`config.mk`:
```
export PLATFORM = sky130hd
export DESIGN_NAME = bus_arbiter_rr
export DESIGN_NICKNAME = d
export VERILOG_FILES = /design/src/rtl/bus_arbiter_rr.sv
export SDC_FILE = /design/constraint.sdc
export NUM_CORES = 1
export LEC_CHECK = 0
export BUFFER_PORTS_ARGS = -buffer_cell sky130_fd_sc_hd__buf_2
export CAP_MARGIN = 20
export CELL_PAD_IN_SITES_DETAIL_PLACEMENT = 0
export CELL_PAD_IN_SITES_GLOBAL_PLACEMENT = 2
export CORE_UTILIZATION = 33
export DETAILED_ROUTE_END_ITERATION = 8
export PLACE_DENSITY_LB_ADDON = 0.1
export SETUP_SLACK_MARGIN = 0.15
export SYNTH_ARGS = -nofsm -noshare
export SYNTH_HDL_FRONTEND = slang
export SYNTH_SLANG_ARGS = --single-unit
export TNS_END_PERCENT = 5
```
`constraint.sdc`:
```
create_clock -name clk -period 2.75 [get_ports clk]
set_clock_uncertainty 0.2 [all_clocks]
set_input_delay 0.4125 -clock clk [delete_from_list [all_inputs] [get_ports clk]]
set_output_delay 0.4125 -clock clk [all_outputs]
set_load 0.02 [all_outputs]
```
`src/rtl/bus_arbiter_rr.sv`:
```
// bus_arbiter_rr: N-master bus arbiter with registered one-hot grant, address-phase timeout and multi-cycle strobe.
// Define BUS_ARBITER_FIXED_PRIORITY_EN for lowest-index-wins priority instead of round-robin.
module bus_arbiter_rr #(
  parameter int NUM_MASTERS     = 4,
  parameter int CLK_MAX_TIMEOUT = 12,
  parameter int STROBE_CYCLES   = 1,
  parameter int CNT_WIDTH       = 8
) (
  input  logic                           clk,
  input  logic                           reset,
  input  logic [NUM_MASTERS-1:0]         barq_i,
  output logic [NUM_MASTERS-1:0]         bagd_o,
  output logic [$clog2(NUM_MASTERS)-1:0] grant_idx_o,
  output logic                           target_ready_o,
  input  logic                           address_valid_i,
  output logic                           data_strobe_o,
  output logic                           busy_o,
  output logic                           error_o,
  output logic [CNT_WIDTH-1:0]           error_cnt_o
);
  localparam int IW = $clog2(NUM_MASTERS);
  localparam logic [2:0] S_IDLE    = 3'd0;
  localparam logic [2:0] S_GRANT   = 3'd1;
  localparam logic [2:0] S_ADDR    = 3'd2;
  localparam logic [2:0] S_STROBE  = 3'd3;
  localparam logic [2:0] S_ERROR   = 3'd4;
  localparam logic [2:0] S_RELEASE = 3'd5;
  localparam logic [CNT_WIDTH-1:0] TMO_LAST = CNT_WIDTH'(CLK_MAX_TIMEOUT - 1);
  localparam logic [3:0] STB_LAST = 4'(STROBE_CYCLES - 1);
  logic [2:0]             state_q, state_d;
  logic [NUM_MASTERS-1:0] bagd_q, bagd_d;
  logic [IW-1:0]          idx_q, idx_d, win;
  logic [CNT_WIDTH-1:0]   tmo_q, tmo_d, ecnt_q, ecnt_d;
  logic [3:0]             stb_q, stb_d;
  logic                   err_q, err_d;
`ifdef BUS_ARBITER_FIXED_PRIORITY_EN
  always_comb begin
    win = '0;
    for (int i = NUM_MASTERS - 1; i >= 0; i--)
      if (barq_i[i]) win = IW'(i);
  end
`else
  logic [IW-1:0] ptr_q, ptr_d;
  // Scan downward so the last hit is the first requester at or after the pointer.
  always_comb begin
    win = '0;
    for (int i = NUM_MASTERS - 1; i >= 0; i--) begin
      int j;
      j = int'(ptr_q) + i;
      if (j >= NUM_MASTERS) j = j - NUM_MASTERS;
      if (barq_i[j]) win = IW'(j);
    end
  end
  always_comb begin
    ptr_d = ptr_q;
    if (state_q == S_IDLE && |barq_i) ptr_d = (win == IW'(NUM_MASTERS - 1)) ? '0 : win + 1'b1;
  end
  always_ff @(posedge clk)
    ptr_q <= reset ? '0 : ptr_d;
`endif
  always_comb begin
    state_d = state_q;
    bagd_d  = bagd_q;
    idx_d   = idx_q;
    tmo_d   = tmo_q;
    stb_d   = stb_q;
    err_d   = err_q;
    ecnt_d  = ecnt_q;
    case (state_q)
      S_IDLE: if (|barq_i) begin
        state_d = S_GRANT;
        bagd_d  = NUM_MASTERS'(1) << win;
        idx_d   = win;
      end
      S_GRANT: begin
        state_d = S_ADDR;
        tmo_d   = '0;
      end
      S_ADDR: begin
        tmo_d = tmo_q + 1'b1;
        if (address_valid_i) begin
          state_d = S_STROBE;
          stb_d   = '0;
        end else if (!barq_i[idx_q]) begin
          state_d = S_RELEASE;
          bagd_d  = '0;
        end else if (tmo_q == TMO_LAST) begin
          state_d = S_ERROR;
        end
      end
      S_STROBE: begin
        stb_d = stb_q + 1'b1;
        if (stb_q == STB_LAST) begin
          state_d = S_RELEASE;
          bagd_d  = '0;
          err_d   = 1'b0;
        end
      end
      S_ERROR: begin
        state_d = S_RELEASE;
        bagd_d  = '0;
        err_d   = 1'b1;
        ecnt_d  = &ecnt_q ? ecnt_q : ecnt_q + 1'b1;
      end
      default: begin
        state_d = S_IDLE;
        bagd_d  = '0;
      end
    endcase
  end
  always_ff @(posedge clk) begin
    if (reset) begin
      state_q <= S_IDLE;
      bagd_q  <= '0;
      idx_q   <= '0;
      tmo_q   <= '0;
      stb_q   <= '0;
      err_q   <= 1'b0;
      ecnt_q  <= '0;
    end else begin
      state_q <= state_d;
      bagd_q  <= bagd_d;
      idx_q   <= idx_d;
      tmo_q   <= tmo_d;
      stb_q   <= stb_d;
      err_q   <= err_d;
      ecnt_q  <= ecnt_d;
    end
  end
  assign bagd_o         = bagd_q;
  assign grant_idx_o    = idx_q;
  assign target_ready_o = (state_q == S_ADDR) || (state_q == S_STROBE);
  assign data_strobe_o  = state_q == S_STROBE;
  assign busy_o         = state_q != S_IDLE;
  assign error_o        = err_q;
  assign error_cnt_o    = ecnt_q;
endmodule

```
# Word-level counts from Yosys, hierarchy flattened
# Index checks and enable logic that the tools add are counted.
[totals]
register_bits = 32
elab_cells = 98
[op_classes]
n_addsub = 11
magnitude_cmp = 9
n_eq_ne = 12
shift = 1
muxes = 39
bitwise = 2
reduce_logical = 16
[ops]
columns = ["op", "n"]
rows = [
  ["$lt A32 B4 Y1 const B", 4],
  ["$mux W32", 4],
  ["$mux W4", 5],
  ["$add A8 B1 Y8 const B", 2],
  ["$pmux W4 S4", 1],
  ["$pmux W8 S2", 1],
  ["$mux W3", 5],
  ["$pmux W3 S5", 1],
  ["$sub A3 B3 Y4 const B", 3],
  ["$bmux W1 S2", 5],
  ["$mux W1", 10],
  ["$mux W2", 5],
  ["$ge A3 B3 Y1 const B", 3],
  ["$eq A8 B4 Y1 const B", 1],
  ["$pmux W4 S2", 1],
  ["$reduce_and A2 Y1", 4],
  ["$reduce_and A8 Y1", 1],
  ["$add A2 B2 Y3 const B", 2],
  ["$eq A3 B2 Y1 const B", 2],
  ["$ne A2 B2 Y1 const B", 3],
  ["$reduce_bool A2 Y1", 3],
  ["$reduce_and A5 Y1", 1],
  ["$add A4 B1 Y4 const B", 1],
  ["$logic_not A4 Y1", 1],
  ["other kinds (19)", 21],
]

# Depth between registers and ports, before layout
# Gate-level depths: netlist (run 1).
[logic_depth]
ltp_word = 13
mapped_depth = 7
mapped_depth_nobuf = 7

# Least setup slack after synthesis (run 1)
# No wires, ideal clock.
[synth_timing]
path_type = "flip-flop to flip-flop"
startpoint = "register idx_q[1] (netlist: grant_idx_o[1])"
endpoint = "register bagd_q[0] (netlist: bagd_o[0])"
setup_time_ps = 101
arrival_time_ps = 1776
t_required_ps = 2449
setup_slack_ps = 673
stages_incl_launch_ff = 5
n_path_buf = 0
period_less_slack_ps = 2077
path_cell_list = "dfxtp_1 mux4_2 and2_4 or3_4 o41ai_1"
[synth_between]
elab_chain_len = 4
[synth_rtl]
columns = ["element", "line", "source"]
rows = [
  ["start, declared", "32", "logic [IW-1:0] idx_q, idx_d, win;"],
  ["start signal, assigned", "123", "idx_q <= idx_d;"],
  ["$bmux W1 S2", "84", "end else if (!barq_i[idx_q]) begin"],
  ["$mux W1 (not written as such)", "84", ""],
  ["$ne A2 B2 Y1 (no line)", "n/a", ""],
  ["$reduce_and A5 Y1 (no line)", "n/a", ""],
  ["end signal, assigned", "122", "bagd_q <= bagd_d;"],
  ["end, declared", "31", "logic [NUM_MASTERS-1:0] bagd_q, bagd_d;"],
]
# No other way between the ends. The select of a mux whose other input is x is not followed.
# A chain may end at the register's enable or synchronous reset.

# Final worst setup path (run 1)
[layout_timing]
startpoint = "register stb_q[0]"
endpoint = "register bagd_q[3] (netlist: bagd_o[3])"
[layout_between]
elab_chain_len = 3
[layout_rtl]
columns = ["element", "line", "source"]
rows = [
  ["start, declared", "34", "logic [3:0] stb_q, stb_d;"],
  ["start signal, assigned", "125", "stb_q <= stb_d;"],
  ["$logic_not A4 Y1", "93", "if (stb_q == STB_LAST) begin"],
  ["$ne A2 B1 Y1 (no line)", "n/a", ""],
  ["$reduce_and A5 Y1 (no line)", "n/a", ""],
]
# No other way between the ends.

==> results of run 1 <==
==> flip-flops by register name, summed over array words and instances, names as in the netlist <==
name	cells
bagd_o	4
error_o	1
tmo_q	8
error_cnt_o	8
state_q	3
ptr_q	2
grant_idx_o	2
stb_q	4
==> final cells by class <==
| class | instances | area [µm²] | share of cell area [%] |
|---|---|---|---|
| tap | 67 | 83.8 | 4.10 |
| inverter | 14 | 52.6 | 2.57 |
| clock buffer | 7 | 96.3 | 4.72 |
| clock inverter | 1 | 30.0 | 1.47 |
| timing repair buffer | 26 | 135 | 6.61 |
| multi-input combinational | 153 | 1000 | 49.2 |
| sequential | 32 | 641 | 31.4 |
==> layer usage <==
layer,up-vias,global-route usage (%),wire [µm]
li1,800,-,-
met1,731,21.6,2060
met2,23,28.5,1870
met3,2,4.07,127
met4,0,5.66,29
met5,-,0,0
==> cell families after synthesis <==
logic type | count (synthesis) | share of synthesized area (%)
compound gates | 52 | 20.4
simple gates | 85 | 26.9
mux | 4 | 3.20
buf+inv | 20 | 4.50
fa+ha+maj | 8 | 5.81
xor+xnor | 4 | 2.03
flops | 32 | 37.2
==> where the power goes <==
part           internal (mW)  switching [mW]
Combinational          0.133           0.218
Clock                  0.320           0.174
Sequential             0.505          0.0485
==> worst max-delay path: cells and delay by family, from the launching register on <==
| family | cells | cell delay (ps) |
|---|---|---|
| adder cells (fa/ha/maj) | 1 | 140 |
| flip-flops | 1 | 340 |
| AO/OA/AOI/OAI | 2 | 580 |
| AND/OR/NAND/NOR | 2 | 790 |
| buffers and inverters | 1 | 70 |
==> Yosys cell counts, drive strengths merged, types with 2 or more instances <==
| cell type | number |
|---|---|
| a22oi | 2 |
| inv | 14 |
| nand4 | 3 |
| buf | 2 |
| nand3 | 4 |
| nor2b | 2 |
| o2111ai | 2 |
| and2 | 3 |
| dfxtp | 32 |
| xor2 | 2 |
| nand2 | 12 |
| nor2 | 28 |
| nor3b | 5 |
| or4 | 2 |
| or3b | 3 |
| xnor2 | 2 |
| a21boi | 2 |
| a21oi | 14 |
| or3 | 3 |
| clkbuf | 4 |
| ha | 8 |
| mux2 | 2 |
| o311ai | 6 |
| nor3 | 4 |
| and3 | 2 |
| o21ai | 10 |
| nand2b | 6 |
| nand3b | 4 |
| o41ai | 5 |
| a211oi | 3 |
==> how the worst max path moves through the flow <==
stage	from	to	slack (ps)	cells after the start
after floorplan	grant_idx_o[1]$_SDFFE_PP0P_	bagd_o[0]$_SDFFE_PP0P_	670	4
after global placement	barq_i[3]	bagd_o[0]$_SDFFE_PP0P_	600	5
after detailed placement	barq_i[3]	bagd_o[3]$_SDFFE_PP0P_	510	5
after CTS	stb_q[0]$_SDFFE_PP0P_	bagd_o[3]$_SDFFE_PP0P_	500	6
after global routing	stb_q[0]$_SDFFE_PP0P_	bagd_o[2]$_SDFFE_PP0P_	260	6
final	stb_q[0]$_SDFFE_PP0P_	bagd_o[3]$_SDFFE_PP0P_	520	6
==> per-stage QoR <==
step	worst slack, ps	cell area [µm²]	hold slack [ps]	utilization (%)	power [mW]
2_1_floorplan	673	1720	259	-	0.815
3_3_place_gp	598	1920	266	39.3	0.906
3_5_place_dp	505	1920	285	39.3	0.913
4_1_cts	499	2040	300	41.9	1.42
5_1_grt	256	2040	312	41.9	1.49
6_report	523	2040	294	41.9	1.40
==> results_dict.tcl, run 1 <==
set metrics [dict create \
    grt_pass1_wl_um 7150 \
    area_growth_syn_to_layout_pct 18.6 \
    fin_cells 300 \
    nFillCells 525 \
    path_class "reg -> reg" \
    setup_violations 0 \
    path_cells "inv_1, ha_1, nor3b_1, o221ai_1, or3_4, o41ai_1" \
    grtUsageTotal_pct 17.0 \
    cts_root_buf "clkbuf_8" \
    holdBufCountCts 0 \
    pin_count 25 \
    ir_worst_vdd_mv 0.233 \
    rrSetupSlack_ps 520 \
    layout_common_cells "32 x dfxtp_1, 28 x nor2_1, 24 x buf_2, 14 x a21oi_1, 14 x inv_1" \
    antenna_found_initial 0 \
    rsz0062_at_grt "no" \
    dieHeight_um 74.3 \
    hold_end "stb_q[3]$_SDFFE_PP0P_" \
    avgRoutedWirePerCell_um 13.6 \
    ys_ff_latch 32 \
    syn_area_mm2 0.00172 \
    hold_path_startpoint "stb_q[3]$_SDFFE_PP0P_" \
    drt_wl_total_um 4080 \
    synthDominantCellAreaShare_pct 37.2 \
    detail-route-antenna-nets 0 \
    setup_tns_ps 0 \
    reg2reg_depth 6 \
    worstMarginPinSlew_ps 586 \
    start_util_pct 35.3 \
    outcome "finished, final reports clean" \
    core_area_mm2 0.00488 \
    syn_inst 205 \
    gp_congestion 0.755 \
    drive_gt1_share_pct 18.5 \
    post_cts_buffers 0 \
    crit_path_end_kind "flop" \
    start_kind "flop" \
    yosysSeqAreaShare_pct 37.2 \
    io_buffers 24 \
    die_w_um 74.3 \
    cts_buffers 5 \
    maxCapViolations 0 \
    p_per_area_mw_per_mm2 685 \
    period_minus_slack_ps 2230 \
    rr_endpoint "bagd_o[3]$_SDFFE_PP0P_" \
    tritoncts "done" \
    period_share_pct 81.0 \
    dpl.cell_count 292 \
    maxSlewHeadroom_pct 60.4 \
    hp-class "reg -> reg" \
    fmax_mhz 449 \
    synth.avg_cell_area_um2 8.40 \
    leakagePower_nw 0.825 \
    hold_viol_final 0 \
    synth-edff-count 0 \
    path_max_fanout 5 \
    htreeDepth 2 \
    clk_pin_slew_ps 70 \
    cts_resized 0 \
    critPathSlowestCell "or3_4" \
    grt_max_degree 32 \
    final_common_cell "dfxtp_1" \
    finalMaxSlewViolations 0 \
    critPathArrivalTime_ps 2200 \
    firstDrtPassIters 4 \
    clk_latency_ps 280 \
    synthArstFlopShare_pct 0 \
    die-area_mm2 0.00551 \
    whs_path_depth 2 \
    cts_max_path_buffers 2 \
    required_ps 2720 \
    synth_warnings 0 \
    num_antenna_cells 0 \
    viasPerCell 5.19 \
    nets 247 \
    grt_overflow 0 \
    synthFlopType "dfxtp_1" \
    drc_errors 0 \
    ys_top_cells_by_area "dfxtp_1 37%, nor2_1 6.1%, ha_1 5.8%" \
    slowest_delay_ps 420 \
    cts.sinks 32 \
    grt_pass1_vias 1528 \
    synth_area_leader_cell "dfxtp_1" \
    synthDistinctLibCells 48 \
    vias 1556 \
    drtIter0Drc 52 \
    dp_hpwl_um 2970 \
    r2r-start "stb_q[0]$_SDFFE_PP0P_" \
    fp-row-count 25 \
    synth_nets 220 \
]
No activity file was read; power rests on OpenSTA's default activity.
==> run 2: changes to the inputs <==
- CORE_UTILIZATION: 33 -> 30
- clock period: 2.75 -> 2 ns (I/O delays scaled with it)
==> run 2 against run 1 <==
Against the previous run:
- clock power increased by 4%
- highest routed layer unchanged
- worst hold slack worse by 130 ps
- critical path type unchanged
- core utilization grew 0.14 points
- largest cell class unchanged
- critical endpoint unchanged
- critical path depth decreased by 2
- wire length is 6.7% higher
- count of clock-buffer cells in the layout increased by 1
- sequential cell count stayed put
==> results_dict.tcl, run 2 (synthesized netlist as in run 1, its figures left out) <==
set metrics [dict create \
    crit_path_end_kind "flop" \
    start_util_pct 31.3 \
    p_per_area_mw_per_mm2 830 \
    path_max_fanout 5 \
    dieHeight_um 77.8 \
    setup_tns_ps 0 \
    dp_hpwl_um 3360 \
    cts_root_buf "clkbuf_8" \
    die_w_um 77.8 \
    r2r-start "grant_idx_o[1]$_SDFFE_PP0P_" \
    drtIter0Drc 34 \
    grt_pass1_wl_um 7530 \
    netSwitchingFraction_pct 34.0 \
    avgRoutedWirePerCell_um 13.2 \
    drive_gt1_share_pct 33.9 \
    detail-route-antenna-nets 0 \
    power_frac_seq_pct 39.5 \
    antenna_found_initial 0 \
    grtUsageMet1_pct 19.8 \
    hp-class "in -> reg" \
    worstMarginPinSlew_ps 474 \
    vias 1670 \
    period_minus_slack_ps 1990 \
    hold_viol_final 0 \
    power.internal_mw 1.27 \
    grt_overflow 0 \
    grt.busiest_layer "met2" \
    maxCapViolations 0 \
    path_class "reg -> reg" \
    setup_violations 0 \
    cts.sinks 32 \
    cts_max_path_buffers 2 \
    hold_path_startpoint "reset" \
    ir_worst_vdd_mv 0.328 \
    drc_errors 0 \
    viasPerCell 5.08 \
    finalPower_mw 1.92 \
    core_area_mm2 0.00551 \
    nets 271 \
    pwr-share-clk_pct 26.7 \
    grt_max_degree 13 \
    fp-row-count 27 \
    htreeDepth 2 \
    die-area_mm2 0.00605 \
    whs_ps 160 \
    worst_slack_ps 14.8 \
    grt_pass1_vias 1639 \
    cts_buffers 5 \
    critPathArrivalTime_ps 1970 \
    pin_count 25 \
    clk_latency_ps 280 \
    maxSlewHeadroom_pct 68.1 \
    grt.met3_usage_pct 3.65 \
    fin_util_pct 42.0 \
    start_kind "flop" \
    drt_wl_total_um 4350 \
    area_growth_syn_to_layout_pct 34.3 \
    tritoncts "done" \
    required_ps 1980 \
    gp_congestion 0.775 \
    cp-startpoint "grant_idx_o[1]$_SDFFE_PP0P_" \
    clk_pin_slew_ps 60 \
    combinationalPowerShare_pct 33.7 \
    rsz0062_at_grt "yes" \
    finalMaxSlewViolations 0 \
    holdBufCountCts 0 \
    io_buffers 24 \
    switchingPower_mw 0.653 \
    firstDrtPassIters 4 \
    fmax_mhz 504 \
    met2_usage_pct 25.8 \
    outcome "finished, final reports clean" \
    period_share_pct 99.3 \
    final_common_cell "nor2_1" \
    layout_common_cells "28 x nor2_1, 26 x dfxtp_1, 26 x buf_4, 22 x buf_2, 14 x a21oi_1" \
    leakagePower_nw 0.963 \
    num_antenna_cells 0 \
    pre_cts_ws_ps -65.5 \
    grtUsageTotal_pct 15.5 \
]
-- run 2: cell types whose count changed in the layout (fill, tap and decap cells not counted), sizes merged --
cell	delta
clkbuf	+1
buf	+24
bufinv	-1
-- run 2: layout make-up --
class	count	area (µm²)
fillers	565	3190
multi-input cells	153	1100
flip-flops and latches	32	656
repair buffers	50	328
clock buffers	8	90.1
well taps	72	90.1
inverters	14	52.6
-- run 2: worst max-delay path, stage by stage (launching register included) --
cell,delay [ps]
dfxtp_4,350
mux4_2,560
and2_4,210
or3_4,360
o41ai_2,210
-- run 2: path summary, 6_finish.rpt --
check | end | slack [ps] | depth (start not counted)
worst min-delay path | tmo_q[5]$_SDFFE_PP0P_ | 160 | 2
worst min register to register | error_o$_SDFFE_PP0P_ | 290 | 2
worst max-delay path | bagd_o[3]$_SDFFE_PP0P_ | 10 | 4
worst max register to register | bagd_o[3]$_SDFFE_PP0P_ | 10 | 4
-- run 2: metrics by stage --
step | cell area, µm² | cells
after global placement | 2140 | 321
after CTS | 2240 | 329
after floorplan | 1760 | 205
after global routing | 2310 | 329
after detailed placement | 2140 | 321
final | 2310 | 329
-- run 2: per-layer routing --
| layer | up-vias | wire, µm | part of all wire, % |
|---|---|---|---|
| li1 | 852 | - | - |
| met1 | 783 | 2050 | 47 |
| met2 | 31 | 2100 | 48 |
| met3 | 4 | 174 | 4.0 |
| met4 | 0 | 24 | 0.55 |
| met5 | - | 0 | 0 |
-- run 2: timing repair --
action | CTS | global route
resized for setup | 2 | 25
setup endpoints to repair | 8 | 21
setup buffers | 0 | 0
pin swaps | 0 | 3
-- run 2: power groups by stage --
| stage | Combinational, mW | Clock, mW | Sequential (mW) |
|---|---|---|---|
| floorplan | 0.365 | 0 | 0.783 |
| global placement | 0.605 | 0 | 0.762 |
| detailed placement | 0.612 | 0 | 0.766 |
| CTS | 0.617 | 0.535 | 0.752 |
| global route | 0.715 | 0.566 | 0.771 |
| finish | 0.648 | 0.513 | 0.759 |
==> run 3: changes to the inputs <==
- CORE_UTILIZATION: 30 -> 35
- clock period: 2 -> 2.3 ns (I/O delays scaled with it)
==> run 3 against run 2 <==
Against the previous run:
- global-route usage rose by 1.7 points
- design area shrank 11%
- worst setup slack better by 180 ps
- die area is 14% lower
- sequential share of layout area rose by 2.6 points
- count of clock-buffer cells in the layout stayed put
- first-iteration DRC count increased to 2.7 times the previous value
- sequential cell count did not move
- largest cell class unchanged
- highest routed layer unchanged
==> results_dict.tcl, run 3 (synthesized netlist as in run 1, its figures left out) <==
set metrics [dict create \
    p_per_area_mw_per_mm2 751 \
    fp-row-count 25 \
    dp_hpwl_um 2980 \
    die-area_mm2 0.00521 \
    ir_worst_vdd_mv 0.299 \
    tritoncts "done" \
    setup_violations 0 \
    pre_cts_ws_ps 82.3 \
    vias 1608 \
    path_max_fanout 5 \
    detail-route-antenna-nets 0 \
    post_cts_buffers 0 \
    leakagePower_nw 0.841 \
    avgRoutedWirePerCell_um 13.3 \
    maxSlewHeadroom_pct 64.7 \
    drtIter0Drc 92 \
    rrSetupSlack_ps 190 \
    worstMarginPinSlew_ps 526 \
    clk_pin_slew_ps 60 \
    grt_max_degree 17 \
    period_share_pct 91.7 \
    core_area_mm2 0.00472 \
    fmax_mhz 474 \
    required_ps 2270 \
    antenna_found_initial 0 \
    drive_gt1_share_pct 21.1 \
    grt_overflow 0 \
    gp_congestion 0.789 \
    hold_viol_final 0 \
    drt_wl_total_um 4040 \
    crit_path_end_kind "flop" \
    grt_pass1_wl_um 6980 \
    nets 251 \
    io_buffers 24 \
    worst_slack_ps 191 \
    pin_count 25 \
    rsz0062_at_grt "yes" \
    clk_latency_ps 280 \
    whs_ps 223 \
    cts.sinks 32 \
    cts_root_buf "clkbuf_8" \
    holdBufCountCts 0 \
    critPathArrivalTime_ps 2080 \
    cts_max_path_buffers 2 \
    num_antenna_cells 0 \
    grtUsageTotal_pct 17.1 \
    drc_errors 0 \
    setup_tns_ps 0 \
    die_w_um 72.2 \
    grt_pass1_vias 1517 \
    maxCapViolations 0 \
    viasPerCell 5.29 \
    dpl.cell_count 296 \
    hp-class "in -> reg" \
    start_kind "flop" \
    htreeDepth 2 \
    fin_cells 304 \
    layout_common_cells "32 x dfxtp_1, 28 x nor2_1, 24 x buf_2, 14 x a21oi_1, 14 x inv_1" \
    firstDrtPassIters 4 \
    outcome "finished, final reports clean" \
    area_growth_syn_to_layout_pct 20.0 \
    start_util_pct 36.5 \
    period_minus_slack_ps 2110 \
    nFillCells 468 \
    finalMaxSlewViolations 0 \
    final_common_cell "dfxtp_1" \
    cts_buffers 5 \
    path_class "reg -> reg" \
    dieHeight_um 72.2 \
]
[run 3: cell types whose count changed in the layout (fill, tap and decap cells not counted), moves of 3 or more]
cell and delta:
dfxtp_1 +6, dfxtp_4 -3, o311ai_1 -3, dfxtp_2 -3
o311ai_0 +3, buf_4 -20
[run 3: metal layers]
metal | vias to the layer above | part of all wire [%] | GRT usage, %
li1 | 805 | - | -
met4 | 0 | 1.4 | 6.54
met5 | - | 0 | 0
met1 | 763 | 48 | 21.8
met3 | 5 | 4.1 | 4.17
met2 | 35 | 47 | 28.0
[run 3: path summary, 6_finish.rpt]
check | startpoint | cells after the start | end
worst min register to register | error_o$_SDFFE_PP0P_ | 2 | error_o$_SDFFE_PP0P_
worst max-delay path | grant_idx_o[1]$_SDFFE_PP0P_ | 4 | bagd_o[2]$_SDFFE_PP0P_
worst max register to register | grant_idx_o[1]$_SDFFE_PP0P_ | 4 | bagd_o[2]$_SDFFE_PP0P_
worst min-delay path | reset | 2 | grant_idx_o[0]$_SDFFE_PP0P_
[run 3: power by group]
group / internal, mW / total (mW) / switching (mW)
logic: 0.177 / 0.450 / 0.273
clock network: 0.244 / 0.442 / 0.198
registers: 0.604 / 0.661 / 0.0572
total: 1.02 / 1.55 / 0.529
[run 3: critical path: stages, from the launching register on]
cell and delay [ps]:
dfxtp_1 370, mux4_2 570, and2_4 200, or3_4 410
o41ai_2 250
[run 3: metrics by stage]
step	power, mW	util, %	instance area [µm²]
final	1.55	43.8	2070
after global routing	1.66	43.8	2070
after CTS	1.56	43.3	2040
after detailed placement	1.10	41.2	1950
after global placement	1.09	41.2	1950
after floorplan	0.975	-	1720
[run 3: timing repair]
action                     in CTS  in global routing
hold endpoints to repair        0                  0
gates resized for setup         1                  4
setup endpoints to repair       1                  4
gates cloned                    0                  0
[run 3: final cells by class]
| cell class | count | area, µm² | area share [%] |
|---|---|---|---|
| repair buffers | 30 | 165 | 7.99 |
| flip-flops and latches | 32 | 641 | 31.0 |
| inverters | 14 | 52.6 | 2.54 |
| well taps | 67 | 83.8 | 4.05 |
| clock buffers | 8 | 90.1 | 4.36 |
| multi-input cells | 153 | 1040 | 50.1 |
